## src/rtl/mdu_seq.sv

```systemverilog
// Sequential multiply/divide unit: one shift-add or restoring shift-subtract step
// per cycle; signed operations run on magnitudes with a sign fixup on the way out.
module mdu_seq #(
    parameter int WIDTH = 32
) (
    input  logic             clk,
    input  logic             rst,
    input  logic             start,
    input  logic [1:0]       op,
    input  logic [WIDTH-1:0] A,
    input  logic [WIDTH-1:0] B,
    output logic             busy,
    output logic             done,
    output logic [WIDTH-1:0] HI,
    output logic [WIDTH-1:0] LO,
    output logic             ZF,
    output logic             OF,
    output logic             DZ
);
    localparam int CW = $clog2(WIDTH + 1);
    localparam logic [WIDTH-1:0] MIN_NEG = {1'b1, {(WIDTH-1){1'b0}}};

    typedef enum logic [1:0] {S_IDLE, S_CALC, S_FIN} state_t;
    state_t r_state, w_state_next;

    logic [CW-1:0]      r_cnt;
    logic               r_div, r_dz_pend, r_of_pend, r_neg_q, r_neg_r;
    logic [WIDTH-1:0]   r_opnd, r_acc, r_sh;
    logic [WIDTH-1:0]   r_hi, r_lo;
    logic               r_zf, r_of, r_dz;

    logic               w_load, w_last, w_fin_entry;
    logic               w_a_neg, w_b_neg;
    logic [WIDTH-1:0]   w_a_mag, w_b_mag;
    logic [WIDTH:0]     w_sum, w_trial;
    logic [WIDTH-1:0]   w_acc_step, w_sh_step;
    logic [2*WIDTH-1:0] w_prod;
    logic [WIDTH-1:0]   w_quo, w_rem;

    assign w_load      = start && (r_state != S_CALC);
    assign w_last      = (r_cnt == CW'(WIDTH));
    assign w_fin_entry = (r_state == S_CALC) && (r_dz_pend || w_last);

    assign w_a_neg = op[0] & A[WIDTH-1];
    assign w_b_neg = op[0] & B[WIDTH-1];
    assign w_a_mag = w_a_neg ? -A : A;
    assign w_b_mag = w_b_neg ? -B : B;

    always_comb begin
        w_state_next = r_state;
        case (r_state)
            S_IDLE:  if (start) w_state_next = S_CALC;
            S_CALC:  if (r_dz_pend || w_last) w_state_next = S_FIN;
            S_FIN:   w_state_next = start ? S_CALC : S_IDLE;
            default: w_state_next = S_IDLE;
        endcase
    end

    // r_acc holds the running high product / partial remainder, r_sh the
    // multiplier being consumed or the dividend being turned into the quotient.
    always_comb begin
        w_sum   = {1'b0, r_acc} + (r_sh[0] ? {1'b0, r_opnd} : '0);
        w_trial = {r_acc, r_sh[WIDTH-1]} - {1'b0, r_opnd};
        if (!r_div) begin
            w_acc_step = w_sum[WIDTH:1];
            w_sh_step  = {w_sum[0], r_sh[WIDTH-1:1]};
        end else if (!w_trial[WIDTH]) begin
            w_acc_step = w_trial[WIDTH-1:0];
            w_sh_step  = {r_sh[WIDTH-2:0], 1'b1};
        end else begin
            w_acc_step = {r_acc[WIDTH-2:0], r_sh[WIDTH-1]};
            w_sh_step  = {r_sh[WIDTH-2:0], 1'b0};
        end
    end

    assign w_prod = r_neg_q ? -{r_acc, r_sh} : {r_acc, r_sh};
    assign w_quo  = r_neg_q ? -r_sh : r_sh;
    assign w_rem  = r_neg_r ? -r_acc : r_acc;

    always_ff @(posedge clk or negedge rst) begin
        if (!rst) begin
            r_state <= S_IDLE;
        end else begin
            r_state <= w_state_next;
        end
    end

    always_ff @(posedge clk or negedge rst) begin
        if (!rst) begin
            r_cnt     <= '0;
            r_div     <= 1'b0;
            r_dz_pend <= 1'b0;
            r_of_pend <= 1'b0;
            r_neg_q   <= 1'b0;
            r_neg_r   <= 1'b0;
            r_opnd    <= '0;
            r_acc     <= '0;
            r_sh      <= '0;
            r_hi      <= '0;
            r_lo      <= '0;
            r_zf      <= 1'b1;
            r_of      <= 1'b0;
            r_dz      <= 1'b0;
        end else begin
            if (w_load) begin
                r_cnt     <= '0;
                r_div     <= op[1];
                r_dz_pend <= op[1] && (B == '0);
                r_of_pend <= (op == 2'b11) && (A == MIN_NEG) && (B == '1);
                r_neg_q   <= w_a_neg ^ w_b_neg;
                r_neg_r   <= w_a_neg;
                r_opnd    <= op[1] ? w_b_mag : w_a_mag;
                r_sh      <= op[1] ? w_a_mag : w_b_mag;
                r_acc     <= (op[1] && (B == '0)) ? A : '0;
            end else if ((r_state == S_CALC) && !w_last && !r_dz_pend) begin
                r_acc <= w_acc_step;
                r_sh  <= w_sh_step;
                r_cnt <= r_cnt + 1'b1;
            end

            if (w_fin_entry) begin
                if (r_dz_pend) begin
                    r_hi <= r_acc;
                    r_lo <= '1;
                    r_zf <= 1'b0;
                    r_of <= 1'b0;
                    r_dz <= 1'b1;
                end else if (r_div) begin
                    r_hi <= w_rem;
                    r_lo <= w_quo;
                    r_zf <= (w_quo == '0);
                    r_of <= r_of_pend;
                    r_dz <= 1'b0;
                end else begin
                    {r_hi, r_lo} <= w_prod;
                    r_zf <= (w_prod == '0);
                    r_of <= 1'b0;
                    r_dz <= 1'b0;
                end
            end
        end
    end

    assign busy = (r_state == S_CALC);
    assign done = (r_state == S_FIN);
    assign HI   = r_hi;
    assign LO   = r_lo;
    assign ZF   = r_zf;
    assign OF   = r_of;
    assign DZ   = r_dz;
endmodule
```

## config.mk

```make
export PLATFORM = sky130hd
export DESIGN_NAME = mdu_seq
export DESIGN_NICKNAME = d
export VERILOG_FILES = /design/src/rtl/mdu_seq.sv
export SDC_FILE = /design/constraint.sdc
export NUM_CORES = 1
export LEC_CHECK = 0
export BUFFER_PORTS_ARGS = -buffer_cell sky130_fd_sc_hd__buf_2
export CELL_PAD_IN_SITES_DETAIL_PLACEMENT = 0
export CELL_PAD_IN_SITES_GLOBAL_PLACEMENT = 2
export CORE_ASPECT_RATIO = 1.25
export CORE_MARGIN = 3
export CORE_UTILIZATION = 33
export DETAILED_ROUTE_END_ITERATION = 6
export PLACE_DENSITY = 0.77
export SYNTH_ARGS = -nofsm -noshare
export SYNTH_HDL_FRONTEND = slang
export SYNTH_SLANG_ARGS = --single-unit
```

## constraint.sdc

```tcl
create_clock -name clk -period 3.6 [get_ports clk]
set_input_delay 0.18 -clock clk [delete_from_list [all_inputs] [get_ports clk]]
set_output_delay 0.18 -clock clk [all_outputs]
set_load 0.02 [all_outputs]
```

* Yosys cells after proc, flatten, opt, wreduce, memory -nomap -nowiden
Index checks and enable logic that the tools add are counted.
** Word-level totals
- Flip-flop bits (word level) :: 176
- Memory bits (read-only) :: 0
- Input bits :: 69
- Bits in latches :: 0
- Word-level logic and storage cells :: 83
- RAM bits :: 0
- Memories kept :: 0
- Output and inout bits :: 69
** Cells by class
- Add/sub/neg operators :: 8
- Reduce and logical (&&, ||, !) cells :: 16
- Bitwise operators :: 3
- Mux-type cells :: 32
- Divide/modulo/power cells :: 0
- Shifts and indexed selects :: 0
- Magnitude comparators :: 0
- Multiply operators :: 0
- Eq/ne operators :: 9
** Operators by type and width (number)
- $mux 32 :: 19
- $neg 32->32 :: 4
- $eq 32x32->1 const B :: 2
- $logic_not 32->1 :: 2
- $logic_not 64->1 :: 1
- $mux 64 :: 1
- $neg 64->64 :: 1
- $add 32x32->33 :: 1
- $sub 33x32->33 :: 1
- $mux 6 :: 2
- $logic_and 1x1->1 :: 7
- $mux 1 :: 7
- $add 6x1->6 const B :: 1
- $eq 6x6->1 const B :: 1
- $pmux 2 s3 :: 1
- $eq 2x2->1 const B :: 2
- $mux 2 :: 2
- $ne 2x1->1 const B :: 2
- $and 1x1->1 :: 2
- $eq 2x1->1 const B :: 1
- $logic_not 1->1 :: 2
- $logic_not 2->1 :: 1
- $ne 2x2->1 const B :: 1
- $reduce_and 2->1 :: 1
- 3 further kinds :: 3

* Depth between registers and ports, before layout
- Depth in word-level cells :: 6
- Mapped depth :: 16
- Depth with buffers taken out :: 14

* Worst setup path before layout
Ideal clock, no wire load.
- Path kind :: register to register
- Start point :: register r_sh[0]
- End point :: register r_zf, in the netlist ZF
- Slack :: -0.049 ns
- Data arrival time :: 3.558 ns
- Cell stages (with the launch flop) :: 13
- Required time :: 3.509 ns
- Clock period less this slack :: 3.649 ns
- Setup time :: 0.091 ns
- Path buffers :: 2
- Path through :: dfrtp_1 inv_1 buf_1 ha_1 nor3b_1 nand4_1 or3_1 clkbuf_1 o41ai_1 xor2_1 or4b_1 o31a_1 o31ai_1
** On the way
- Longest elaborated chain between the ends :: 5
- Elaborated cells on any way between the ends :: 8
- Those cells by class :: add/sub (2); mux (4); reduce/logical (2)
** Ends and longest elaborated chain
- from (decl) :: line 28 : logic [WIDTH-1:0] r_opnd, r_acc, r_sh;
- from (signal assigned) :: line 113 : r_sh <= op[1] ? w_a_mag : w_b_mag;
- from (signal assigned) :: line 117 : r_sh <= w_sh_step;
- $neg 64->64 / $neg 32->32 (equally long branches) :: line 76, 77
- $mux 64 / $mux 32 (equally long branches) :: line 76, 77
- $logic_not 64->1 / $logic_not 32->1 (equally long branches) :: line 136, 131
- $mux 1 * :: line 128 : end else if (r_div) begin
- $mux 1 * :: line 122 : if (r_dz_pend) begin
- to (signal assigned) :: line 131 : r_zf <= (w_quo == '0);
- to (signal assigned) :: line 136 : r_zf <= (w_prod == '0);
- to (decl) :: line 30 : logic r_zf, r_of, r_dz;
Mark *: on every way between the ends. The rest lies on a longest branch, timed or not.
A chain may end at the register's enable or synchronous reset.

* Worst setup path after layout
- Start point :: register r_sh[19]
- End point :: register r_zf, in the netlist ZF
The elaborated chain is that of the path after synthesis.

==> summary.md <==
| Metric | Value |
|---|---|
| Post-synthesis instance area | 16,100 sq um |
| Number of endpoints failing setup at the final stage | 0 |
| Count of maximum capacitance violations | 0 |
| Switching power total | 11.55 mW |
| Worst vdd ir | 0.6357 mV |
| Critical Path Sink | ZF |
| CTS Root Buffer Type | clkbuf_16 |
| Area enclosed by the die boundary | 51,480 sq um |
| Chip Height | 252.9 microns |
| H-tree lvl count | 4 |
| Setup slack, reg-to-reg | 0.11 ns |
| Number of standard cells in the final layout excluding fillers | 3,088 |
| Antenna violations before repair | 2 |
| Hold crit path type | in2reg |
| Kind of launch point of the worst setup path | flop |
| Crit. End Element | flop |
| Number of clock sinks seen by CTS | 176 |
| Fraction of registers with async set or reset after synthesis | 1.000 |
| Sequential power share | 0.169 |
| Clock-pin slew on the worst setup and hold paths | 0.09 ns |
| Worst slew margin relative to its limit | 0.3181 |
| Antenna cells | 0 |
| F_max | 286.2 MHz |
| Count of routing violations after the opening detailed-route iteration | 1,311 |
| Fin crit period | 3.494 ns |
| Most common library cell in the layout ignoring fill and taps | buf_4 |
| Half-perimeter wire length after placement | 60,100 microns |
| Placed instance count | 3,047 |
| Seq/Total Area, Yosys | 0.2737 |
| Pre-antenna DRT Iters | 5 |
| Final global-route overflow total | 0 |
| Kind of critical path | reg2reg |
| Crit path arrival time | 3.88 ns |
| Leading cell types in the layout, fill and taps excluded | 287 x buf_4, 240 x nor2_1, 211 x o21ai_0 |
| Share of the clock period used by the worst path after layout | 0.9707 |
| Mean area per synthesized cell | 7.549 sq um |
| Number of max-slew violations in the final report | 0 |
| Wire length of the first global-routing pass | 111,300 microns |
| Count of antenna-violating nets left after detailed routing | 0 |
| Cell count after synthesis | 2,132 |
| Number of placed I/O pins | 138 |
| Depth of the most critical reg-to-reg path | 10 |
| Final worst clock skew | 0.01447 ns |
| Via count of the first global-routing pass | 17,511 |
| Switching part of the total | 0.5076 |
| Fin worst setup slack | 0.1055 ns |
| WP data required | 3.99 ns |
| Global placer's final weighted congestion | 0.9780 |
| Final worst hold slack | 0.04909 ns |
| DRC | 0 |
| Power consumption | 22.76 mW |
| Worst reg2reg path startpoint | r_sh[19] |
| EDFF count, synth | 0 |
| CTS tree | done |
| Worst setup slack after placement | -0.1548 ns |
| Leakage | 8.742 nW |
| Number of hold violations in the final report | 0 |
| Result of the run | finished, final reports clean |
| Power per cell area | 1124 nW/um^2 |
| Vias per inst | 5.752 |
| CTS max path bufs | 2 |
| Number of nets produced by synthesis | 2,274 |
| Largest net degree at the start of global routing | 105 |
| Crit path max fanout | 3 |
| Global-route usage over all layers | 0.2891 |
| Number of port buffers | 137 |
| Drt total wl | 75,910 microns |
| Critical path launch point | r_sh[19] |
| Starting density of the core | 0.3377 |
| Vias post-DR | 17,763 |
| DIE WIDTH | 203.5 microns |
| Area delta synth->final | 25.79% |
| Flip-flop and latch count after synthesis | 176 |
| Worst skew pair latency | 0.48 ns |
| Transition time of the tightest slew-check pin | 1.019 ns |
| Routed wire per std cell | 24.58 microns |
| Ys flop type | dfrtp_1 |
| Comb pwr share | 0.738 |
| Power Internal | 11.21 mW |
| Number of core rows | 89 |
| Part of the total power dissipated in the clock network | 0.093 |
| R2r endpoint | ZF |
| Final net count | 2,580 |
| Fraction of final layout cells with drive strength greater than 1 | 0.2244 |
| Count of synthesis-stage warnings from yosys | 0 |
| Area of the core | 47,660 sq um |
| Clock buffer count from CTS | 17 |
| Synth unique cells | 79 |
==> worst max-delay path, cell delays in order (launching register included) <==
cell,delay (ns)
dfrtp_1,0.38
or4_4,0.54
or3_4,0.42
or3_4,0.44
buf_4,0.16
o41ai_4,0.22
xnor2_1,0.15
nand4b_1,0.18
or4b_1,0.47
o31a_1,0.26
o31ai_2,0.17
==> power groups by stage <==
stage	clock (mW)	combinational (mW)	sequential, mW
after CTS	2.15	16.3	3.83
after global routing	2.23	18.1	3.96
after global placement	0	16.0	3.84
after floorplan	0	9.25	3.98
after detailed placement	0	16.0	3.87
final	2.12	16.8	3.85
==> repair_timing <==
item,4_1_cts,5_1_grt
hold buffers,1,0
pin swaps,2,20
resized for setup,7,49
setup endpoints to repair,29,32
setup buffers,3,5
endpoints found under the hold margin,79,0
==> cell type report <==
cell class | instances | area [sq um]
Fill cell | 5046 | 27410
Timing Repair Buffer | 435 | 3037
Clock buffer | 17 | 425.4
Sequential cell | 176 | 4410
Tap cell | 637 | 797.0
Clock inverter | 15 | 227.7
Multi-Input combinational cell | 1742 | 11100
Inverter | 66 | 247.7
==> flip-flops by register name, summed over array words and instances, names as in the netlist <==
| signal | count |
|---|---|
| HI | 32 |
| LO | 32 |
| r_acc | 32 |
| r_opnd | 32 |
| r_sh | 32 |
| r_cnt | 6 |
| r_state | 2 |
| DZ | 1 |
| OF | 1 |
| ZF | 1 |
| r_div | 1 |
| r_dz_pend | 1 |
| r_neg_q | 1 |
| r_neg_r | 1 |
| r_of_pend | 1 |
==> cells in the mapped netlist, types with 12 or more instances <==
library cell / n / area [sq um]
xor2_1: 79 / 691.9
or3_1: 22 / 137.6
or4_1: 12 / 90.09
ha_1: 71 / 888.4
nor2_1: 245 / 919.6
o31ai_1: 38 / 285.3
nand3_1: 41 / 205.2
clkbuf_1: 130 / 488.0
o21ai_0: 216 / 1081
dfrtp_1: 175 / 4379
nand4_1: 26 / 162.7
and3_1: 14 / 87.58
a21o_1: 24 / 180.2
a221oi_1: 17 / 148.9
nand2b_1: 15 / 93.84
nor2b_1: 22 / 137.6
a22o_1: 12 / 105.1
mux2_2: 15 / 168.9
mux2i_1: 43 / 430.4
o211ai_1: 43 / 322.8
xnor2_1: 91 / 797.0
inv_1: 65 / 244.0
a31oi_1: 22 / 137.6
nand2_1: 211 / 792.0
nor4_1: 18 / 112.6
a211oi_1: 31 / 232.7
nor3_1: 58 / 290.3
a21oi_1: 187 / 935.9
==> how the worst min path moves through the flow <==
stage / cells past startpoint / slack (ns) / startpoint / endpoint
4_1_cts: 2 / 0.03 / A[17] / r_acc[17]
3_5_place_dp: 1 / 0.29 / rst / LO[24]
2_1_floorplan: 0 / -0.12 / rst / DZ
5_1_grt: 2 / 0.04 / A[17] / r_acc[17]
3_3_place_gp: 1 / 0.27 / rst / LO[24]
6_report: 2 / 0.05 / A[17] / r_acc[17]
==> routing by layer <==
layer,routed length (microns),GRT usage,vias up
li1,-,-,8328
met1,30490,0.3436,8639
met2,37300,0.5009,613
met3,2954,0.02957,183
met4,5163,0.1788,0
met5,0,0,-
==> through the flow <==
stage / setup TNS [ns] / util / instance area (sq um)
after floorplan: 0 / - / 16100
after global placement: -0.2784 / 0.4045 / 19280
after detailed placement: -1.363 / 0.4045 / 19280
after CTS: 0 / 0.4200 / 20020
after global routing: -0.06364 / 0.4248 / 20250
final: 0 / 0.4248 / 20250
==> cells by family after synthesis <==
logic type      Yosys count  share of synthesized area
fa+ha+maj                73                    0.05768
simple gates            741                     0.2159
buf+inv                 214                    0.05138
compound gates          700                     0.2716
flops                   176                     0.2737
mux                      58                    0.03724
xor+xnor                170                    0.09251
Note: power is estimated with default switching activity, not from simulation.
